### src/rtl/tuner_sequencer.sv
// tuner_sequencer: measurement scheduler for the tuner pipeline.
// Each measurement runs capture, then FFT, then a peak scan over the
// magnitude bins. The block owns the single shared RAM port and grants it to
// one requester at a time. It reports the dominant bin once per measurement.
// Optional feature: define TUNER_SEQ_WATCHDOG_EN to add a per-phase watchdog
// that moves a stalled CAPTURE or FFT phase to ERROR and sets a sticky err flag.
module tuner_sequencer #(
  parameter int N_POINTS    = 1024,
  parameter int ADDR_W      = 11,
  parameter int DATA_W      = 16,
  parameter int CAP_W       = 10,
  parameter int MIN_MAG     = 64,
  parameter int TIMEOUT_CYC = 2000000
) (
  input  logic              clk,
  input  logic              rst_n,
  input  logic              run,
  input  logic              abort,
  output logic              cap_req,
  input  logic              cap_done,
  input  logic              cap_we,
  input  logic [ADDR_W-1:0] cap_addr,
  input  logic [CAP_W-1:0]  cap_data,
  output logic              fft_start,
  input  logic              fft_done,
  input  logic              fft_we,
  input  logic [ADDR_W-1:0] fft_addr,
  input  logic [DATA_W-1:0] fft_wdata,
  output logic              mem_we,
  output logic [ADDR_W-1:0] mem_addr,
  output logic [DATA_W-1:0] mem_wdata,
  input  logic [DATA_W-1:0] mem_rdata,
  output logic [DATA_W-1:0] fft_rdata,
  output logic [ADDR_W-1:0] peak_bin,
  output logic [DATA_W-1:0] peak_mag,
  output logic              no_signal,
  output logic              result_valid,
  output logic              busy,
  output logic              err
);

  // Scan address one past the last magnitude bin; reaching it marks the drain cycle.
  localparam logic [ADDR_W-1:0] L_HALF    = ADDR_W'(N_POINTS / 2);
  localparam logic [DATA_W-1:0] L_MIN_MAG = DATA_W'(MIN_MAG);

  typedef enum logic [2:0] {
    S_IDLE, S_CAPTURE, S_FFT, S_SCAN, S_REPORT, S_ERROR
  } state_t;

  state_t              r_state;
  state_t              w_next;
  logic                w_timeout;

  logic [ADDR_W-1:0]   r_k;
  logic                r_rd_valid;
  logic [ADDR_W-1:0]   r_rd_bin;
  logic [DATA_W-1:0]   r_run_mag;
  logic [ADDR_W-1:0]   r_run_bin;
  logic                w_hit;
  logic [DATA_W-1:0]   w_best_mag;
  logic [ADDR_W-1:0]   w_best_bin;

  logic                r_cap_req;
  logic                r_fft_start;
  logic                r_result_valid;
  logic [ADDR_W-1:0]   r_peak_bin;
  logic [DATA_W-1:0]   r_peak_mag;
  logic                r_no_signal;

  // State register with synchronous active-low reset.
  always_ff @(posedge clk) begin
    // NOTE: sequential state uses non-blocking assignments so every register samples pre-edge values.
    if (!rst_n) r_state <= S_IDLE;
    else        r_state <= w_next;
  end

  // Next-state decision; abort overrides every other transition.
  always_comb begin
    // NOTE: default assigned first so no path leaves w_next unassigned (no latch).
    w_next = r_state;
    case (r_state)
      S_IDLE:    if (run) w_next = S_CAPTURE;
      S_CAPTURE: if (cap_done) w_next = S_FFT;
                 else if (w_timeout) w_next = S_ERROR;
      S_FFT:     if (fft_done) w_next = S_SCAN;
                 else if (w_timeout) w_next = S_ERROR;
      S_SCAN:    if (r_k == L_HALF) w_next = S_REPORT;
      S_REPORT:  w_next = run ? S_CAPTURE : S_IDLE;
      S_ERROR:   w_next = S_ERROR;
      default:   w_next = S_IDLE;
    endcase
    if (abort) w_next = S_IDLE;
  end

`ifdef TUNER_SEQ_WATCHDOG_EN
  localparam int WD_W = $clog2(TIMEOUT_CYC + 1);
  logic [WD_W-1:0] r_wd_cnt;
  logic            r_err;

  // Phase watchdog: restarts on entry to CAPTURE/FFT, counts cycles spent there.
  always_ff @(posedge clk) begin
    if (!rst_n)
      r_wd_cnt <= '0;
    else if ((w_next == S_CAPTURE || w_next == S_FFT) && w_next != r_state)
      r_wd_cnt <= '0;
    else if (r_state == S_CAPTURE || r_state == S_FFT)
      r_wd_cnt <= r_wd_cnt + 1'b1;
  end

  // Sticky error flag; only reset clears it.
  always_ff @(posedge clk) begin
    if (!rst_n)                 r_err <= 1'b0;
    else if (w_next == S_ERROR) r_err <= 1'b1;
  end

  assign w_timeout = (r_wd_cnt == WD_W'(TIMEOUT_CYC - 1));
  assign err       = r_err;
`else
  // The timeout limit has no effect without the watchdog.
  logic w_unused_timeout;
  assign w_unused_timeout = (TIMEOUT_CYC > 0);
  assign w_timeout        = 1'b0;
  assign err              = 1'b0;
`endif

  // Candidate replaces the running peak only when strictly greater (ties keep the lower bin).
  assign w_hit      = r_rd_valid && (r_state == S_SCAN) && (mem_rdata > r_run_mag);
  assign w_best_mag = w_hit ? mem_rdata : r_run_mag;
  assign w_best_bin = w_hit ? r_rd_bin  : r_run_bin;

  // Scan address generator and running peak; re-armed whenever outside SCAN.
  always_ff @(posedge clk) begin
    if (!rst_n) begin
      r_k        <= '0;
      r_rd_valid <= 1'b0;
      r_rd_bin   <= '0;
      r_run_mag  <= '0;
      r_run_bin  <= '0;
    end else if (r_state != S_SCAN) begin
      r_k        <= ADDR_W'(1);
      r_rd_valid <= 1'b0;
      r_rd_bin   <= '0;
      r_run_mag  <= '0;
      r_run_bin  <= ADDR_W'(1);
    end else begin
      r_k        <= r_k + 1'b1;
      r_rd_valid <= (r_k < L_HALF);
      r_rd_bin   <= r_k;
      r_run_mag  <= w_best_mag;
      r_run_bin  <= w_best_bin;
    end
  end

  // Start pulses on the first cycle of CAPTURE/FFT, result pulse during REPORT.
  always_ff @(posedge clk) begin
    if (!rst_n) begin
      r_cap_req      <= 1'b0;
      r_fft_start    <= 1'b0;
      r_result_valid <= 1'b0;
    end else begin
      r_cap_req      <= (w_next == S_CAPTURE) && (r_state != S_CAPTURE);
      r_fft_start    <= (w_next == S_FFT) && (r_state != S_FFT);
      r_result_valid <= (w_next == S_REPORT);
    end
  end

  // Result registers: load only on entry to REPORT, otherwise hold.
  always_ff @(posedge clk) begin
    if (!rst_n) begin
      r_peak_bin  <= '0;
      r_peak_mag  <= '0;
      r_no_signal <= 1'b0;
    end else if (w_next == S_REPORT) begin
      r_peak_bin  <= w_best_bin;
      r_peak_mag  <= w_best_mag;
      r_no_signal <= (w_best_mag < L_MIN_MAG);
    end
  end

  // Shared RAM port grant by state; non-granted requesters are dropped.
  always_comb begin
    mem_we    = 1'b0;
    mem_addr  = '0;
    mem_wdata = '0;
    case (r_state)
      S_CAPTURE: begin
        mem_we    = cap_we;
        mem_addr  = cap_addr;
        mem_wdata = DATA_W'(cap_data);
      end
      S_FFT: begin
        mem_we    = fft_we;
        mem_addr  = fft_addr;
        mem_wdata = fft_wdata;
      end
      S_SCAN:  mem_addr = r_k;
      default: ;
    endcase
  end

  assign fft_rdata    = mem_rdata;
  assign cap_req      = r_cap_req;
  assign fft_start    = r_fft_start;
  assign result_valid = r_result_valid;
  assign peak_bin     = r_peak_bin;
  assign peak_mag     = r_peak_mag;
  assign no_signal    = r_no_signal;
  assign busy         = (r_state != S_IDLE);

endmodule

### config.mk
export PLATFORM = sky130hd
export DESIGN_NAME = tuner_sequencer
export DESIGN_NICKNAME = d
export VERILOG_FILES = /design/src/rtl/tuner_sequencer.sv
export SDC_FILE = /design/constraint.sdc
export NUM_CORES = 1
export LEC_CHECK = 0
export CAP_MARGIN = 20
export CORE_MARGIN = 4
export CORE_UTILIZATION = 35
export CTS_BUF_LIST = sky130_fd_sc_hd__clkbuf_8
export DETAILED_ROUTE_END_ITERATION = 12
export GPL_TIMING_DRIVEN = 0
export PLACE_DENSITY = 0.66
export SETUP_SLACK_MARGIN = 0.3
export SYNTH_ARGS = -nofsm -noshare
export SYNTH_HDL_FRONTEND = slang
export SYNTH_SLANG_ARGS = --single-unit
### constraint.sdc
create_clock -name clk -period 2 [get_ports clk]
set_clock_uncertainty 0.15 [all_clocks]
set_input_delay 0.2 -clock clk [delete_from_list [all_inputs] [get_ports clk]]
set_output_delay 0.2 -clock clk [all_outputs]
set_load 0.03 [all_outputs]
==> metrics.cfg <==
[global_routing]
grt_pass1_wl_um = 23100
grt_pass1_vias = 4591
antenna_found_initial = 0
grt_overflow_total = 0
grt_max_degree = 17
grt_use_total = 0.204

[critical_path]
path_class = reg2reg
cp_slowest_stage_delay_ps = 570
crit_fanout = 6
cp_slowest_cell = or4_4
setup.worst_path.end = r_run_mag[6]$_SDFF_PP0_
startpoint_type = register
endpoint_kind = register
ff2ff_setup_slack_ps = -400
crit_required_ps = 2070
cp_cell_sequence = inv_1 > ha_1 > nand4_1 > or4_4 > nand3_4 > a31oi_4 > buf_12 > buf_16 > buf_16 > nand2_8 > a21oi_2
worst-r2r-cell-count = 11
r2r-start = r_run_mag[8]$_SDFF_PP0_
r2r-end = r_run_mag[6]$_SDFF_PP0_
path_common_cell = buf_16
cp-startpoint = r_run_mag[8]$_SDFF_PP0_
arrival_ps = 2470

[routing]
firstDrtPassIters = 4
drt_iter0_markers = 182
ant_nets = 0
vias_per_cell = 5.17
post-route-drc-count = 0
drt_wl_total_um = 14900
wl_per_cell_um = 17.9
vias = 4285

[yosys]
ys.flop_type = dfxtp_1
avgSynthCellArea_um2 = 9.00
yosys_register_bits = 84
synth-edff-count = 0
async_reset_ff_frac = 0
synthesis.nets = 555
yosysTopAreaCellShare = 0.402
ys_seq_area_frac = 0.402
syn_inst = 465
yosys_warnings = 0
syn_area_um2 = 4180
synth.largest_area_cell = dfxtp_1
synth_area_leaders = dfxtp_1, ha_1, nor2_1
synthDistinctLibCells = 51

[place]
hpwl_um = 9610
dp_cells = 755
dp_worst_setup_slack_ps = -953
place_area_um2 = 6010
gp_congestion = 0.836
numPortBuffers = 147

[power_and_ir_drop]
power_density_nw_per_um2 = 464
leakage_nw = 3.09
vdd_drop_max_uv = 369

[sta]
setup_violations = 78
relSlewSlack = 0.461
finalMaxSlewViolations = 0
hold_viol = 0
min_period_over_period = 1.20
max_freq_mhz = 416
final.min_clock_period_ps = 2400
tns_ps = -22230
worst_slew_pin_slew_ps = 808
fin_ws_ps = -404
rsz0062_at_grt = yes

[final_layout]
area_delta_synth_final_pct = 83.7
insertedDiodeCount = 0
drive_above_1_share = 0.497
final_common_cell = dfxtp_1
most-common-layout-cells = dfxtp_1, dlygate4sd2_1, clkdlybuf4s50_1
fin_cells = 829
post-route-cell-area_um2 = 7680
final_core_util = 0.664
fin_nets = 771

[clocking]
clock-root-buffer = clkbuf_8
htreeDepth = 3
path_clk_slew_ps = 90
cts_made_buffers = 9
cts_max_path_buffers = 2
clk_latency_ps = 360
cts_sinks = 84
cts_tree = done

[floorplanning]
dieWidth_um = 117
dieArea_um2 = 13800
row_count = 39
start_util = 0.362
die_y_um = 117
coreArea_um2 = 11600
ios = 149

[status]
failed_checks = setup timing
status = finished with violations

[job]
cap_violations = 0

[worst_hold_path]
hp-class = in2reg

-- stage by stage --
step | power [mW] | hold slack, ps
global route | 3.69 | 152
detailed placement | 2.21 | 304
CTS | 3.52 | 139
floorplan | 1.95 | 192
finish | 3.56 | 140
global placement | 2.21 | 302
-- registers in the layout (all words and copies together) (netlist names), 3 cells and up --
register / flops
r_state: 3
r_run_mag: 16
r_rd_bin: 11
r_run_bin: 11
r_k: 11
peak_mag: 16
peak_bin: 11
-- synthesized netlist by cell type, types with 3 or more instances --
cell	number
dfxtp_1	84
nor2_1	51
a21oi_1	33
nand2_1	24
a22oi_1	23
buf_4	18
ha_1	18
inv_1	18
o21ai_1	18
a31oi_1	16
o21ai_0	15
and3_1	13
clkbuf_1	13
mux2_2	11
mux2i_1	11
nand2b_4	10
nand2b_1	9
and2_1	6
buf_2	6
buf_6	6
nand3_1	6
nor2b_1	6
nor3_1	6
xnor2_1	6
nand4_1	5
nor4_1	4
buf_1	3
xor2_1	3
-- worst min-delay path by stage --
stage	startpoint	end	slack, ps	cells after the start
2_1_floorplan	mem_rdata[1]	r_run_mag[1]$_SDFF_PP0_	190	2
3_3_place_gp	r_rd_bin[10]$_SDFF_PP0_	r_run_bin[10]$_SDFF_PP0_	300	2
3_5_place_dp	r_rd_bin[1]$_SDFF_PP0_	r_run_bin[1]$_SDFF_PP0_	300	2
4_1_cts	mem_rdata[0]	r_run_mag[0]$_SDFF_PP0_	140	3
5_1_grt	mem_rdata[5]	r_run_mag[5]$_SDFF_PP0_	150	3
6_report	mem_rdata[0]	r_run_mag[0]$_SDFF_PP0_	140	3
-- cells by family after synthesis --
logic type,Yosys count,synth area share
flip-flops,84,0.402
buffers and inverters,64,0.0861
AO/OA/AOI/OAI,116,0.172
multiplexers,22,0.0559
adder cells (fa/ha/maj),18,0.0538
other,1,0.000897
XOR/XNOR,9,0.0188
AND/OR/NAND/NOR,151,0.210
-- power by group --
part | switching, mW | internal [mW] | total (mW) | leakage [nW]
Clock | 0.681 | 0.599 | 1.28 | 0.0988
Sequential | 0.00403 | 1.67 | 1.68 | 0.690
Combinational | 0.283 | 0.324 | 0.607 | 2.30
-- critical path: cells and delay by family (launching register included) --
kind                     cells  cell delay, ps
adder cells (fa/ha/maj)      1             270
AO/OA/AOI/OAI                2             100
buffers and inverters        4             510
AND/OR/NAND/NOR              4             870
flip-flops                   1             350
-- layer usage --
layer,share of wire,wire length (µm),global-route usage
met1,0.39,5850,0.226
met4,0.018,268,0.0718
met2,0.53,7810,0.373
met3,0.062,928,0.0568
met5,0,0,0
-- area by class of cell --
class | count | area [µm²]
Buffer | 46 | 402
Clock buffer | 9 | 124
Clock inverter | 7 | 82.6
Fill cell | 872 | 3880
Inverter | 18 | 67.6
Multi-Input combinational cell | 317 | 3070
Sequential cell | 84 | 1720
Tap cell | 143 | 179
Timing Repair Buffer | 205 | 2040
-- what timing repair did --
item,in CTS,in global routing
hold buffers,0,0
gates resized for setup,421,74
pin swaps,24,32
buffers inserted,38,15
setup endpoints to repair,143,99
cloned,5,0
(Power assumes the default switching activity.)
